--- config.mk ---
export PLATFORM = sky130hd
export DESIGN_NAME = lvds_tx_framer
export DESIGN_NICKNAME = d
export VERILOG_FILES = /design/src/rtl/lvds_tx_framer_pkg.sv /design/src/rtl/lvds_tx_framer_iq_sync_fix.sv /design/src/rtl/lvds_tx_framer.sv
export SDC_FILE = /design/constraint.sdc
export NUM_CORES = 1
export LEC_CHECK = 0
export ABC_AREA = 1
export CAP_MARGIN = 20
export CORE_ASPECT_RATIO = 1.2
export CORE_MARGIN = 1.5
export CORE_UTILIZATION = 52
export DETAILED_ROUTE_END_ITERATION = 8
export HOLD_SLACK_MARGIN = 0.03
export PLACE_DENSITY = 0.8
export SLEW_MARGIN = 10
export SYNTH_ARGS = -nofsm -noshare
export SYNTH_HDL_FRONTEND = slang
export SYNTH_HIERARCHICAL = 1
export SYNTH_SLANG_ARGS = --single-unit
--- constraint.sdc ---
create_clock -name i_ddr_clk -period 1.9 [get_ports i_ddr_clk]
set_input_delay 0.38 -clock i_ddr_clk [delete_from_list [all_inputs] [get_ports i_ddr_clk]]
set_output_delay 0.38 -clock i_ddr_clk [all_outputs]
set_load 0.02 [all_outputs]
--- src/rtl/lvds_tx_framer_pkg.sv ---
// Shared constants and types for the LVDS I/Q transmit framer.
// lvds_rx imports the same sync constants.
package lvds_tx_framer_pkg;

  localparam logic [1:0] I_SYNC       = 2'b10;
  localparam logic [1:0] Q_SYNC       = 2'b01;
  localparam int         FRAME_BITS   = 32;
  localparam int         BITS_PER_CLK = 2;
  localparam int         FRAME_CYCLES = FRAME_BITS / BITS_PER_CLK;
  localparam logic [FRAME_BITS-1:0] IDLE_WORD = 32'h0000_0000;

  typedef enum logic {
    IDLE = 1'b0,
    RUN  = 1'b1
  } tx_state_t;

  // The I sync field sits at the top of the word and the Q sync field at the top of the lower half.
  function automatic logic sync_ok(input logic [FRAME_BITS-1:0] word);
    return (word[FRAME_BITS-1 -: 2] == I_SYNC) && (word[FRAME_BITS/2-1 -: 2] == Q_SYNC);
  endfunction

endpackage

--- src/rtl/lvds_tx_framer_iq_sync_fix.sv ---
// Combinational I/Q sync-field checker/fixer.
// It either forces the sync pattern into the word or passes the word through unchanged.
module iq_sync_fix
  import lvds_tx_framer_pkg::*;
#(
  parameter bit FORCE_SYNC = 1'b1
) (
  input  logic [FRAME_BITS-1:0] word_in,
  output logic [FRAME_BITS-1:0] word_out,
  output logic                  mismatch
);

  // Overwrite or pass through the sync fields and flag a mismatch.
  always_comb begin
    word_out = word_in;
    mismatch = !sync_ok(word_in);
    if (FORCE_SYNC) begin
      word_out[FRAME_BITS-1 -: 2]   = I_SYNC;
      word_out[FRAME_BITS/2-1 -: 2] = Q_SYNC;
    end else begin
      word_out = word_in;
    end
  end

endmodule

--- src/rtl/lvds_tx_framer.sv ---
// Takes 32-bit I/Q words from the TX FIFO and serialises them MSB-first at 2 bits per DDR clock.
// When the FIFO is empty, it sends idle frames and counts underruns.
module lvds_tx_framer
  import lvds_tx_framer_pkg::*;
#(
  parameter bit FORCE_SYNC     = 1'b1,
  parameter int UNDERRUN_CNT_W = 16
) (
  input  logic                      i_ddr_clk,
  input  logic                      i_rst_b,
  input  logic                      i_tx_enable,
  output logic                      o_fifo_pull,
  input  logic [FRAME_BITS-1:0]     i_fifo_data,
  input  logic                      i_fifo_empty,
  output logic [1:0]                o_ddr_data,
  output logic                      o_active,
  output logic                      o_underrun,
  output logic                      o_sync_err,
  output logic [UNDERRUN_CNT_W-1:0] o_underrun_cnt
);

  localparam logic [3:0] CNT_PULL = 4'(FRAME_CYCLES - 3);
  localparam logic [3:0] CNT_LAST = 4'(FRAME_CYCLES - 1);
  localparam logic [UNDERRUN_CNT_W-1:0] URUN_ONE = UNDERRUN_CNT_W'(1);

  tx_state_t                 state_r;
  logic [3:0]                cnt_r;
  logic [FRAME_BITS-3:0]     rest_r;
  logic [1:0]                ddr_r;
  logic                      pull_r;
  logic                      pulled_r;
  logic                      starved_r;
  logic                      active_r;
  logic                      underrun_r;
  logic                      sync_err_r;
  logic [UNDERRUN_CNT_W-1:0] urun_cnt_r;
  logic [FRAME_BITS-1:0]     fixed_word_s;
  logic                      mismatch_s;
  logic                      take_s;

  iq_sync_fix #(.FORCE_SYNC(FORCE_SYNC)) u_sync_fix (
    .word_in  (i_fifo_data),
    .word_out (fixed_word_s),
    .mismatch (mismatch_s)
  );

  assign take_s = i_tx_enable && !i_fifo_empty;

  // Frame sequencer, shifter, FIFO pull and underrun/sync status.
  always_ff @(posedge i_ddr_clk or negedge i_rst_b) begin
    if (!i_rst_b) begin
      state_r    <= IDLE;
      cnt_r      <= 4'd0;
      rest_r     <= '0;
      ddr_r      <= 2'b00;
      pull_r     <= 1'b0;
      pulled_r   <= 1'b0;
      starved_r  <= 1'b0;
      active_r   <= 1'b0;
      underrun_r <= 1'b0;
      sync_err_r <= 1'b0;
      urun_cnt_r <= '0;
    end else begin
      pull_r     <= 1'b0;
      underrun_r <= 1'b0;
      sync_err_r <= 1'b0;
      case (state_r)
        IDLE: begin
          cnt_r     <= 4'd0;
          rest_r    <= '0;
          ddr_r     <= 2'b00;
          pulled_r  <= 1'b0;
          starved_r <= 1'b0;
          if (i_tx_enable) begin
            state_r    <= RUN;
            active_r   <= 1'b1;
            urun_cnt_r <= '0;
          end else begin
            state_r  <= IDLE;
            active_r <= 1'b0;
          end
        end
        RUN: begin
          cnt_r    <= cnt_r + 4'd1;
          active_r <= 1'b1;
          if (cnt_r == CNT_LAST) begin
            pulled_r  <= 1'b0;
            starved_r <= 1'b0;
            // A pulled word always goes out in full, even if enable has since dropped.
            if (pulled_r) begin
              ddr_r      <= fixed_word_s[FRAME_BITS-1 -: 2];
              rest_r     <= fixed_word_s[FRAME_BITS-3:0];
              sync_err_r <= !FORCE_SYNC && mismatch_s;
            end else if (!i_tx_enable) begin
              state_r  <= IDLE;
              active_r <= 1'b0;
              ddr_r    <= 2'b00;
              rest_r   <= '0;
            end else begin
              ddr_r  <= IDLE_WORD[FRAME_BITS-1 -: 2];
              rest_r <= IDLE_WORD[FRAME_BITS-3:0];
              if (starved_r) begin
                underrun_r <= 1'b1;
                if (urun_cnt_r != {UNDERRUN_CNT_W{1'b1}}) begin
                  urun_cnt_r <= urun_cnt_r + URUN_ONE;
                end
              end
            end
          end else begin
            ddr_r  <= rest_r[FRAME_BITS-3 -: 2];
            rest_r <= {rest_r[FRAME_BITS-5:0], 2'b00};
            if (cnt_r == CNT_PULL) begin
              pull_r    <= take_s;
              pulled_r  <= take_s;
              starved_r <= i_tx_enable && i_fifo_empty;
            end
          end
        end
        default: begin
          state_r  <= IDLE;
          active_r <= 1'b0;
          cnt_r    <= 4'd0;
          ddr_r    <= 2'b00;
        end
      endcase
    end
  end

  assign o_fifo_pull    = pull_r;
  assign o_ddr_data     = ddr_r;
  assign o_active       = active_r;
  assign o_underrun     = underrun_r;
  assign o_sync_err     = sync_err_r;
  assign o_underrun_cnt = urun_cnt_r;

endmodule

==> results.yml <==
global_route:
  grt-ovfl-total: 0
  grt_antenna_before_repair: 0
  globalRouteTotalUtil_pct: 18.8
  grt_pass1_vias: 2139
  first_pass_grt_wire_length_um: 8870
  grt_max_degree: 45
yosys:
  syn_avg_cell_area_um2: 8.56
  post_synth_instance_area_um2: 2960
  synthesis.instances: 346
  yosysWarningCount: 6
power:
  portion_of_total_power_attributed_to_the_clock_network_pct: 29.7
  power.density_nw_per_um2: 901
  power_frac_comb_pct: 22.7
  swShare_pct: 30.9
  p_int_mw: 2.17
  p_leak_nw: 1.69
  power_switching_mw: 0.970
  sequentialPowerShare_pct: 47.5
  power.ir.vdd_worst_mv: 0.527
cts:
  tritoncts: "done"
  clkLatencyLatePin_ns: 0.33
  root_buffer: "sky130_fd_sc_hd__clkbuf_8"
  cts.sinks: 57
  postCtsSetupBuffers: 0
  cts-buffers-inserted: 9
  cts_max_path_buffers: 2
  htree_levels: 3
  clkSlewWorstSetupHoldPaths_ns: 0.06
final_layout:
  synthToLayoutAreaGrowth_pct: 17.7
  drive_gt1_share_pct: 11.1
  layout.cell_area.non_filler_um2: 3480
  layout.nets: 413
  final_core_utilization_pct: 64.9
  num_antenna_cells: 0
route:
  drt.antenna.violating_nets: 0
  wirelength_um: 4930
  drt-initial-drc-count: 105
  post-route-drc-count: 0
  drt_pre_antenna_iters: 4
  vias: 2164
  vias_per_cell: 4.92
  mean_routed_wirelength_per_cell_um: 11.2
place:
  place_congestion: 0.779
  io_buffers: 52
  placedInstanceArea_um2: 3310
  place.detailed.hpwl_um: 3570
timing:
  setup_viol: 0
  timing.fmax_mhz: 547
  finalMaxSlewViolations: 0
  grt_setup_unrepaired: "false"
  skew_ns: 0.00648
  hold_viol: 0
  time_the_final_worst_path_needs_with_i_o_delays_and_setup_ns: 1.83
  post-route-period-util_pct: 96.3
  finalSetupTns_ns: 0
setup_path:
  cp-startpoint: "o_underrun_cnt[2]"
  req_time_crit_path_ns: 1.52
  crit_family: "buffers and inverters"
  timing.setup.critical_path_class: "register to output pin"
  crit-reg2reg-launch: "cnt_r[0]"
  critical_path_buf_inv_count: 1
  critPathArrivalTime_ns: 1.45
  timing.critical_path.to_type: "output pin"
  cp_max_fo: 7
  cp_cell_sequence: "clkdlybuf4s50_1"
  critical_path.slowest_cell: "sky130_fd_sc_hd__clkdlybuf4s50_1"
  crit_path_start_kind: "register"
  critical_path.max_stage_delay_ns: 0.65
floorplanning:
  fp.dieArea_um2: 6160
  core-area_um2: 5370
  die_h_um: 85.7
  initial_utilization_pct: 55.1
  die_span_in_x_um: 71.9
  fp-row-count: 29
  num_io_pins: 58
hold_path:
  worst_hold_path_type: "register to register"
  hp-start: "rest_r[12]"
flow_run:
  cap_viol_max_count: 0
outcome:
  outcome: "completed"
-- flip-flops by register name (all words and copies together) (netlist names) --
name            flops
rest_r             30
o_underrun_cnt     16
cnt_r               4
o_ddr_data          2
o_active            1
o_fifo_pull         1
o_underrun          1
pulled_r            1
starved_r           1
-- repair_timing --
item,CTS,global route
gates resized for setup,0,0
endpoints found under the hold margin,13,0
hold buffers,1,0
endpoints found under the setup margin,0,0
-- placed cells by master (no fill, tap or decap), types with 4 or more instances in the layout --
cell type / instances
sky130_fd_sc_hd__o21ai_2: 10
sky130_fd_sc_hd__o21ai_1: 30
sky130_fd_sc_hd__nor2_1: 22
sky130_fd_sc_hd__clkdlybuf4s50_1: 51
sky130_fd_sc_hd__xnor2_1: 4
sky130_fd_sc_hd__clkinv_2: 4
sky130_fd_sc_hd__nor2_4: 4
sky130_fd_sc_hd__nand4_1: 4
sky130_fd_sc_hd__dfrtp_1: 57
sky130_fd_sc_hd__inv_1: 45
sky130_fd_sc_hd__clkbuf_8: 10
sky130_fd_sc_hd__conb_1: 5
sky130_fd_sc_hd__nand2_1: 88
sky130_fd_sc_hd__nand3_1: 11
sky130_fd_sc_hd__xor2_1: 5
-- metrics by stage --
stage | total power, mW | hold WS, ns | worst slack [ns] | cells
global placement | 2.21 | 0.299 | 0.157 | 424
floorplan | 2.02 | 0.0844 | 0.342 | 348
global route | 3.35 | 0.471 | 0.00849 | 440
detailed placement | 2.24 | 0.304 | 0.148 | 424
finish | 3.14 | 0.456 | 0.0710 | 440
CTS | 3.18 | 0.462 | 0.0595 | 440
-- final cells by class --
| class | instances | area (um^2) |
|---|---|---|
| fillers | 464 | 1890 |
| repair buffers | 57 | 581 |
| flip-flops and latches | 57 | 1430 |
| inverters | 46 | 175 |
| clock inverters | 4 | 20.0 |
| multi-input cells | 203 | 1060 |
| well taps | 62 | 77.6 |
| clock buffers | 11 | 141 |
-- routing by layer --
layer  track usage, %  part of all wire [%]  up-vias
met1             20.5                    43     1013
met3             5.76                   4.6        6
met4             10.1                   1.2        0
met2             32.3                    51       56
li1                 -                     -     1089
met5                0                     0        -
-- power groups by stage --
| stage | sequential [mW] | clock, mW | combinational [mW] |
|---|---|---|---|
| 2_1_floorplan | 1.52 | 0 | 0.501 |
| 3_3_place_gp | 1.51 | 0 | 0.703 |
| 3_5_place_dp | 1.51 | 0 | 0.725 |
| 4_1_cts | 1.49 | 0.962 | 0.727 |
| 5_1_grt | 1.51 | 1.04 | 0.804 |
| 6_report | 1.49 | 0.933 | 0.713 |
-- worst paths after layout --
| check | cells after the start | endpoint | slack, ns |
|---|---|---|---|
| worst max-delay path | 1 | o_underrun_cnt[2] | 0.07 |
| worst min-delay path | 2 | rest_r[14] | 0.46 |
| worst max register to register | 9 | o_underrun_cnt[15] | 0.29 |
| worst min register to register | 2 | rest_r[14] | 0.46 |
| max in group asynchronous | 3 | rest_r[7] | 0.89 |
| min in group asynchronous | 2 | o_underrun_cnt[14] | 0.48 |
-- worst min-delay path: stages, from the launching register on --
cell,delay [ns]
sky130_fd_sc_hd__dfrtp_1,0.32
sky130_fd_sc_hd__nand2_1,0.04
sky130_fd_sc_hd__o21ai_1,0.06
No activity file was read; power rests on OpenSTA's default activity.
